$ cat src/rtl/fsm_datapath.sv
// Sequencer datapath: 16-entry register file, single-cycle ALU, status flags and a
// write-back display tap. Control arrives from an FSM that updates on the falling edge.
module fsm_datapath #(
  parameter int unsigned WIDTH = 16,
  parameter int unsigned NREGS = 16
) (
  input  logic             clk,
  input  logic             reset,
  input  logic [7:0]       alu_op,
  input  logic [4:0]       muxA,
  input  logic [4:0]       muxB,
  input  logic [WIDTH-1:0] imm,
  input  logic             imm_control,
  input  logic [NREGS-1:0] regs_en,
  input  logic             buff_en,
  output logic [WIDTH-1:0] bus_out,
  output logic [4:0]       flags,
  output logic [WIDTH-1:0] last_wr
);

  localparam int unsigned IDXW = $clog2(NREGS);
  localparam logic [5:0]  NREGS_W = 6'(NREGS);

  localparam logic [7:0] OP_AND  = 8'h01;
  localparam logic [7:0] OP_OR   = 8'h02;
  localparam logic [7:0] OP_XOR  = 8'h03;
  localparam logic [7:0] OP_LSH  = 8'h04;
  localparam logic [7:0] OP_ADD  = 8'h05;
  localparam logic [7:0] OP_ADDC = 8'h07;
  localparam logic [7:0] OP_RSH  = 8'h08;
  localparam logic [7:0] OP_SUB  = 8'h09;
  localparam logic [7:0] OP_CMP  = 8'h0B;
  localparam logic [7:0] OP_MOV  = 8'h0D;

  // Bit positions within flags = {C, L, F, Z, N}
  localparam int unsigned FC = 4;
  localparam int unsigned FL = 3;
  localparam int unsigned FF = 2;
  localparam int unsigned FZ = 1;
  localparam int unsigned FN = 0;

  logic [WIDTH-1:0] regs_q [NREGS];
  logic [WIDTH-1:0] regs_d [NREGS];
  logic [4:0]       flags_q, flags_d;
  logic [WIDTH-1:0] last_wr_q, last_wr_d;

  logic [WIDTH-1:0] a_c, b_c, result_c;
  logic [WIDTH:0]   sum_c;
  logic             legal_c, wr_ok_c, upd_cf_c, upd_l_c;
  logic             c_c, f_c, l_c;

  // Operand fetch; out-of-range indices read as zero
  always_comb begin
    a_c = '0;
    b_c = '0;
    if ({1'b0, muxA} < NREGS_W) a_c = regs_q[muxA[IDXW-1:0]];
    if (imm_control)                b_c = imm;
    else if ({1'b0, muxB} < NREGS_W) b_c = regs_q[muxB[IDXW-1:0]];
  end

  always_comb begin
    result_c = '0;
    sum_c    = '0;
    legal_c  = 1'b1;
    wr_ok_c  = 1'b1;
    upd_cf_c = 1'b0;
    upd_l_c  = 1'b0;
    c_c      = 1'b0;
    f_c      = 1'b0;
    l_c      = 1'b0;
    case (alu_op)
      OP_AND: result_c = a_c & b_c;
      OP_OR:  result_c = a_c | b_c;
      OP_XOR: result_c = a_c ^ b_c;
      OP_LSH: result_c = a_c << b_c[3:0];
      OP_RSH: result_c = a_c >> b_c[3:0];
      OP_MOV: result_c = b_c;
      OP_ADD, OP_ADDC: begin
        sum_c    = {1'b0, a_c} + {1'b0, b_c};
        if (alu_op == OP_ADDC) sum_c = sum_c + (WIDTH+1)'(flags_q[FC]);
        result_c = sum_c[WIDTH-1:0];
        upd_cf_c = 1'b1;
        c_c      = sum_c[WIDTH];
        f_c      = (a_c[WIDTH-1] == b_c[WIDTH-1]) && (result_c[WIDTH-1] != a_c[WIDTH-1]);
      end
      OP_SUB, OP_CMP: begin
        sum_c    = {1'b0, a_c} - {1'b0, b_c};
        result_c = sum_c[WIDTH-1:0];
        wr_ok_c  = (alu_op == OP_SUB);
        upd_cf_c = 1'b1;
        upd_l_c  = 1'b1;
        c_c      = a_c < b_c;
        l_c      = a_c < b_c;
        f_c      = (a_c[WIDTH-1] != b_c[WIDTH-1]) && (result_c[WIDTH-1] != a_c[WIDTH-1]);
      end
      default: legal_c = 1'b0;
    endcase
  end

  // Write-back and flag update, qualified by the bus enable
  always_comb begin
    regs_d    = regs_q;
    flags_d   = flags_q;
    last_wr_d = last_wr_q;
    if (buff_en && legal_c) begin
      flags_d[FZ] = (result_c == '0);
      flags_d[FN] = result_c[WIDTH-1];
      if (upd_cf_c) begin
        flags_d[FC] = c_c;
        flags_d[FF] = f_c;
      end
      if (upd_l_c) flags_d[FL] = l_c;
      if (wr_ok_c) begin
        for (int unsigned i = 0; i < NREGS; i++) begin
          if (regs_en[i]) regs_d[i] = result_c;
        end
        if (|regs_en) last_wr_d = result_c;
      end
    end
  end

  always_ff @(posedge clk or posedge reset) begin
    if (reset) begin
      for (int unsigned i = 0; i < NREGS; i++) regs_q[i] <= '0;
      flags_q   <= '0;
      last_wr_q <= '0;
    end else begin
      regs_q    <= regs_d;
      flags_q   <= flags_d;
      last_wr_q <= last_wr_d;
    end
  end

  assign bus_out = buff_en ? result_c : '0;
  assign flags   = flags_q;
  assign last_wr = last_wr_q;

endmodule

$ cat config.mk
export PLATFORM = sky130hd
export DESIGN_NAME = fsm_datapath
export DESIGN_NICKNAME = d
export VERILOG_FILES = /design/src/rtl/fsm_datapath.sv
export SDC_FILE = /design/constraint.sdc
export NUM_CORES = 1
export LEC_CHECK = 0
export CORE_UTILIZATION = 40
export CTS_BUF_LIST = sky130_fd_sc_hd__clkbuf_16
export DETAILED_ROUTE_END_ITERATION = 8
export PLACE_DENSITY_LB_ADDON = 0.05
export SETUP_SLACK_MARGIN = 0.5
export SLEW_MARGIN = 0
export SYNTH_ARGS = -nofsm -noshare
export SYNTH_HDL_FRONTEND = slang
export SYNTH_SLANG_ARGS = --single-unit
$ cat constraint.sdc
create_clock -name clk -period 11.56 [get_ports clk]
set_input_delay 1.156 -clock clk [delete_from_list [all_inputs] [get_ports clk]]
set_output_delay 1.156 -clock clk [all_outputs]
set_load 0.02 [all_outputs]
==> results of run 1 <==
==> worst min-delay path by stage <==
| stage | start | to | slack, ps | cells past startpoint |
|---|---|---|---|---|
| CTS | last_wr[1]$_DFFE_PP0P_ | last_wr[1]$_DFFE_PP0P_ | 490 | 2 |
| global route | last_wr[10]$_DFFE_PP0P_ | last_wr[10]$_DFFE_PP0P_ | 500 | 2 |
| floorplan | regs_q[211]$_DFFE_PP0P_ | regs_q[211]$_DFFE_PP0P_ | 460 | 2 |
| global placement | last_wr[11]$_DFFE_PP0P_ | last_wr[11]$_DFFE_PP0P_ | 470 | 2 |
| finish | last_wr[11]$_DFFE_PP0P_ | last_wr[11]$_DFFE_PP0P_ | 480 | 2 |
| detailed placement | last_wr[11]$_DFFE_PP0P_ | last_wr[11]$_DFFE_PP0P_ | 470 | 2 |
==> state kept, by name, indices dropped and copies added (netlist names) <==
signal	cells
last_wr	16
flags	5
regs_q	256
==> cells in the final DEF, fill, tap and decap left out, types with 8 or more instances in the layout <==
cell type and count:
nand2_1 361, dfrtp_1 277, o21ai_0 234, mux4_2 123
clkdlybuf4s50_1 85, nor2_1 83, mux2i_1 55, buf_4 55
inv_1 54, o21ai_1 54, ha_1 51, a21oi_1 37
clkbuf_16 35, nor3_1 34, nand3_1 34, mux2_2 27
xnor2_1 19, a221oi_1 18, a22oi_1 18, and3_1 16
o211ai_1 16, nor4_1 15, nand4_1 13, nor2b_1 13
a211oi_1 12, xor2_1 12, o21a_1 11, or3_1 11
o21ai_2 10, a31oi_1 10, nand2b_1 9, o221ai_1 9
a21o_1 8
==> cell type report <==
type | count | area [sq um]
multi-input cells | 1464 | 11000
clock inverters | 27 | 180
flip-flops and latches | 277 | 6930
clock buffers | 35 | 876
well taps | 607 | 759
diodes | 1 | 2.50
fillers | 4496 | 25400
repair buffers | 143 | 1290
inverters | 49 | 193
==> worst reg2reg max path, stage by stage, from the launching register on <==
cell      delay, ps
dfrtp_1         420
mux4_2          510
a22oi_2         280
nand3b_4        440
inv_2           840
fa_1            400
nor2_1           90
o311a_1         340
nor4_1          360
nand2_1         140
nor4_1          530
xnor2_1         160
a221oi_1        800
o21a_1          220
buf_4           250
and4_1          300
and4_1          200
a41o_1          160
==> through the flow <==
step,total power [mW],setup slack (ps),std cells,hold WS (ps),utilization
after floorplan,1.32,2770,1957,458,-
after global routing,2.56,1970,2602,504,0.456
after CTS,2.48,2180,2602,489,0.456
after detailed placement,1.45,2290,2540,473,0.433
final,2.46,2200,2603,485,0.456
after global placement,1.45,2220,2540,468,0.433
==> power breakdown <==
group	switching, mW	internal [mW]	total [mW]
clock	0.449	0.576	1.03
sequential	0.0338	1.01	1.05
combinational	0.239	0.153	0.392
total	0.722	1.74	2.46
==> per-layer routing <==
layer / track usage / vias up
met5: 0 / -
met4: 0.0815 / 0
met3: 0.0395 / 98
met2: 0.459 / 564
met1: 0.419 / 7965
li1: - / 7261
==> kinds of logic (layout without fill, tap and decap cells) <==
| logic type | count (synthesis) | after routing | synth area share |
|---|---|---|---|
| xor+xnor | 31 | 31 | 0.0143 |
| flops | 277 | 277 | 0.366 |
| simple gates | 630 | 630 | 0.152 |
| buf+inv | 216 | 254 | 0.0520 |
| mux | 207 | 207 | 0.193 |
| other cells | 0 | 1 | 0 |
| compound gates | 543 | 543 | 0.187 |
| fa+ha+maj | 53 | 53 | 0.0358 |
==> results.md, run 1 <==
- CP most frequent cell: buf_4
- Fin nets: approximately 2100
- Actual slew at the worst max-slew pin: 1150 ps
- Post-synthesis area per instance: ~9.7 sq um
- Largest net degree at the start of global routing: 151
- RSZ-0062 raised after global routing: no
- Vias in the first global route: between 15000 and 20000
- DRC Markers: 12
- Hold Buf Count CTS: 0
- Top sig layer: met4
- Pwr dens: approximately 120 nW/um^2
- Root Driver: clkbuf_16
- R2r startpoint: regs_q[33]$_DFFE_PP0P_
- Top delay family on crit path: compound AO/OA/AOI/OAI gates
- Peak supply drop: approximately 0.000083 V
- # setup viols final: 0
- DIE AREA: between 40000 and 50000 sq um
- Max-Cap Viols: 0
- Gpl congestion: slightly above 0.9
- Initial Utilization: 0.406
- Remaining global-route overflow: 0
- Syn. warnings: 0
- Hold WC Path Type: reg -> reg
- WL/cell: around 27 um
- Critical path's slowest cell: a2111oi_0
- Top cells by area, synth: dfrtp_1 (37%), mux4_2 (15%), nand2_1 (7.2%)
- Number of post-CTS setup repair buffers: 0
- Clock Skew: 28.5 ps
- Async SR Flop Fraction: 1.00
- Post-synth top area share: 0.366
- Max stage delay on crit path: between 800 and 900 ps
- Die W: ~220 um
- CTS tree: built
- Failing checks: design-rule violations
- WL met3: around 3800 um
- Final period util: 0.810
- Cell depth of the worst setup path: 17
- FMAX: around 110 MHz
- Vias/cell: a little over 6
- Crit Reg-Reg Endpoint: flags[1]$_DFFE_PP0P_
- Top cell type by total area after synthesis: dfrtp_1
- Distinct cells, synth: about 100
- H-tree Lvls: 2
- Final-report hold violation count: 0
- Post-DP HPWL: between 40000 and 50000 um
- Worst Reg2Reg Path Length in Cells: 17
- Clk_lat worst skew: 560 ps
- Post-synth top flop: dfrtp_1
- Antenna violations before repair: 0
- Total Routing Usage GR: 0.292
- CP endpoint kind: output port
- First-pass GRT wire length: ~100000 um
- Layout cells sized above 1: 0.151
- Syn Std Cell Area: ~19000 sq um
- Vias post-DR: ~16000
- Worst-path clk slew: roughly 60 ps
- Worst reg-to-reg setup slack: just over 5000 ps
- Critical path buffers and inverters: 5
- Synth Register Bits: roughly 280
- Resized cells post-CTS: 0
- Met1 WL: approximately 32000 um
- P_leak: 8.74 nW
- Startpoint Class: primary input
- Post-layout min period: slightly above 9000 ps
- Drt pass-1 iters: 8
- Worst EP required: between 10000 and 15000 ps
- Outcome: finished, violations left
- Num Clock Sinks: 277
- Worst path cell trace: buf_4 -> buf_4 -> mux4_2 -> mux4_2 -> a22oi_1 -> inv_1 -> ha_1 -> a2111oi_0 -> o211ai_1 -> and3_1 -> nor3_1 -> nand3_1 -> o32a_1 -> a21oi_2 -> buf_4 -> nor2_1 -> clkdlybuf4s50_1
- Die height: roughly 220 um
- Rows: 79
- Critical Path End: bus_out[11]
- Post-synth EDFFs: 0
- Sequential fraction of the synthesis area: 0.366
- Synthesis-to-layout area growth: 12.3%
- Port bufs: 90
- Most common cell in the netlist: nand2_1
- Worst EP arrival: between 8000 and 9000 ps
- I/O pin count: between 90 and 100
- Slew HR: 0.225
- Setup TNS: 0 ps
- Met2 WL post-DR: between 30000 and 40000 um
- Crit. Startpoint: muxB[0]
- CTS Buf Count: 35
- Clock Tree Buf Depth: 3
- Crit Path Max Fanout: 44
- Mapped Cells: 1957
- Mapped Nets: between 2000 and 2500
- Drt total wl: around 70000 um
- Post-layout instance area: between 20000 and 25000 sq um
- Placed inst area: between 20000 and 25000 sq um
- Worst setup path class: in -> out
- Remaining antenna violation count: 0
- Core Footprint: 46700 sq um
- 1st-iter DRT viols: around 1600
- List of most frequent post-synthesis cells: nand2_1 (361), dfrtp_1 (277), o21ai_0 (234), mux4_2 (123), clkbuf_1 (110)
- Fin. max-slew vios: 0
Note: power is estimated with default switching activity, not from simulation.
==> run 2: changes to the inputs <==
==> constraint.sdc (replaced) <==
create_clock -name clk -period 9.22 [get_ports clk]
set_input_delay 0.922 -clock clk [delete_from_list [all_inputs] [get_ports clk]]
set_output_delay 0.922 -clock clk [all_outputs]
set_load 0.02 [all_outputs]
==> run 2 against run 1 <==
Compared with the run above: the flow still finishes with violations (design-rule violations); highest routed layer unchanged; global-route usage grew 0.50 points; utilization is essentially flat; register-to-register slack lost 2000 ps.
==> results.md, run 2 (synthesis gave the netlist of run 1 again) <==
- Outcome: finished, violations left
- Failing checks: design-rule violations
- WL/cell: 26.9 um (+1.2%)
- Drt pass-1 iters: 8 (unchanged)
- Post-layout instance area: 21300 sq um (+0.11%)
- Area of the multi-input gates: 11000 sq um (about the same)
- First-pass GRT wire length: 105000 um (+1.6%)
- Placed Cells incl. Taps: 2549 (+0.35%)
- FMAX: between 100 and 150 MHz
- Final period util: 0.922
- Crit Path Max Fanout: 18 (-59%)
- Post-route setup slack: 722 ps (-1480 ps)
- P_sw: 883 uW (+22%)
- Most common library cell in the layout ignoring fill and taps: nand2_1
- Clk_lat worst skew: 550 ps (about the same)
- Startpoint Class: primary input
- Vias post-DR: 16028 (+0.88%)
- Worst EP required: 8300 ps (-2100 ps)
- Utilization after layout: 0.456 (+0.000483)
- Total power: 3.04 mW (+24%)
- Total Routing Usage GR: 0.297 (+0.00497)
- Peak supply drop: 0.0000934 V (+13%)
- 1st-iter DRT viols: 1346 (-15%)
- I/O pin count: 91 (unchanged)
- Number of post-CTS setup repair buffers: 0 (unchanged)
- Worst setup path class: in -> out
- Vias in the first global route: 15576 (+1.7%)
- Hold Buf Count CTS: 0 (unchanged)
- Hold slack: 477 ps (-7.67 ps)
- Vias/cell: 6.15 (+0.80%)
- Fin nets: 2085 (+0.39%)
- DRC Markers: 14 (+2)
- Critical path's slowest cell: ha_2
- Core Footprint: 46700 sq um (unchanged)
- Clock Skew: 22.8 ps (-5.69 ps)
- Largest register FFs: 256 (unchanged)
- Remaining antenna violation count: 0 (unchanged)
- Worst EP arrival: 7580 ps (-620 ps)
- Switching share of power: 0.290 (-0.00289)
- Seq. cell area: 6930 sq um (unchanged)
- P_leak: 8.75 nW (about the same)
- Synthesis-to-layout area growth: 12.5%
- H-tree Lvls: 2 (unchanged)
- CTS Buf Count: 34 (-2.9%)
- Final-report hold violation count: 0 (unchanged)
- Post-layout min period: approximately 8500 ps
- Clk pwr share: 0.404 (-0.012)
- Drt total wl: 70000 um (+1.3%)
- Num Clock Sinks: 277 (unchanged)
- Layout cells sized above 1: 0.154 (+0.00285)
- Logic pwr share: 0.165 (+0.006)
- Sequential share of power: 0.431 (+0.006)
- Setup TNS: 0 ps (unchanged)
- Largest net degree at the start of global routing: 156 (+3.3%)
- Cell internal pwr: 2.16 mW (+24%)
- Max stage delay on crit path: 660 ps (-180 ps)
- Hold WC Path Type: reg -> reg
- Slew HR: 0.311 (+0.0864)
- Remaining global-route overflow: 0 (unchanged)
- Die height: 220 um (unchanged)
- Die W: 220 um (unchanged)
- Gpl congestion: 0.972 (+3.9%)
- Initial Utilization: 0.406 (unchanged)
- Resized cells post-CTS: 0 (unchanged)
- Rows: 79 (unchanged)
- DIE AREA: 48200 sq um (unchanged)
- Root Driver: clkbuf_16
- Fin. max-slew vios: 0 (unchanged)
- Actual slew at the worst max-slew pin: 1030 ps (-117 ps)
- # setup viols final: 0 (unchanged)
- Port bufs: 90 (unchanged)
- Worst path cell trace: buf_2 -> buf_4 -> nor2b_1 -> nand2_1 -> a41oi_1 -> o21ai_0 -> ha_2 -> or4b_1 -> a21oi_1 -> a311oi_1 -> nor3_1 -> nand3b_1 -> nor4_1 -> xnor2_1 -> o2111a_1 -> nor2_1 -> clkdlybuf4s50_1
- CP endpoint kind: output port
- Antenna violations before repair: 0 (unchanged)
- Clock Tree Buf Depth: 3 (unchanged)
- Post-DP HPWL: 48000 um (+2.2%)
- Fin cells: 2605 (+0.077%)
- Most frequent cells in the layout: nand2_1 (361), dfrtp_1 (277), o21ai_0 (234)
- CTS tree: built
- FILL cells: 4536 (+0.89%)
- Placed inst area: 20300 sq um (+0.46%)
- Pre-CTS setup slack: 816 ps (-1470 ps)
- RSZ-0062 raised after global routing: no
- Max-Cap Viols: 0 (unchanged)
- Pwr dens: 143 nW/um^2 (+23%)
- Worst-path clk slew: 50 ps (about the same)
- Reg with most FFs: regs_q
-- run 2: power groups by stage --
stage / Sequential [mW] / Combinational (mW) / Clock, mW
floorplan: 1.33 / 0.334 / 0
global placement: 1.33 / 0.499 / 0
detailed placement: 1.33 / 0.501 / 0
CTS: 1.31 / 0.503 / 1.26
global route: 1.32 / 0.545 / 1.30
finish: 1.31 / 0.504 / 1.23
-- run 2: area by class of cell --
type / instances / area share
diodes: 1 / 0.000118
clock inverters: 21 / 0.00623
repair buffers: 152 / 0.0651
flip-flops and latches: 277 / 0.326
well taps: 607 / 0.0357
inverters: 49 / 0.00905
clock buffers: 34 / 0.0400
multi-input cells: 1464 / 0.518
-- run 2: worst max-delay path, delay by kind of cell --
kind	cells	cell delay, ps
AND/OR/NAND/NOR	7	2390
AO/OA/AOI/OAI	5	1990
buffers and inverters	3	1430
XOR/XNOR	1	160
adder cells (fa/ha/maj)	1	660
-- run 2: routing by layer --
| metal | wire (um) | GRT usage | up-vias |
|---|---|---|---|
| met3 | 3550 | 0.0334 | 79 |
| met1 | 32400 | 0.431 | 8159 |
| met2 | 32500 | 0.471 | 509 |
| met5 | 0 | 0 | - |
| li1 | - | - | 7281 |
| met4 | 1510 | 0.0748 | 0 |
-- run 2: path summary, 6_finish.rpt --
path | slack (ps) | from | cells after the start | to
max | 720 | muxA[1] | 17 | bus_out[15]
max reg2reg | 3030 | regs_q[132]$_DFFE_PP0P_ | 16 | flags[1]$_DFFE_PP0P_
min in group asynchronous | 940 | reset | 2 | regs_q[104]$_DFFE_PP0P_
min | 480 | last_wr[15]$_DFFE_PP0P_ | 2 | last_wr[15]$_DFFE_PP0P_
max in group asynchronous | 6880 | reset | 3 | regs_q[112]$_DFFE_PP0P_
min reg2reg | 480 | last_wr[15]$_DFFE_PP0P_ | 2 | last_wr[15]$_DFFE_PP0P_
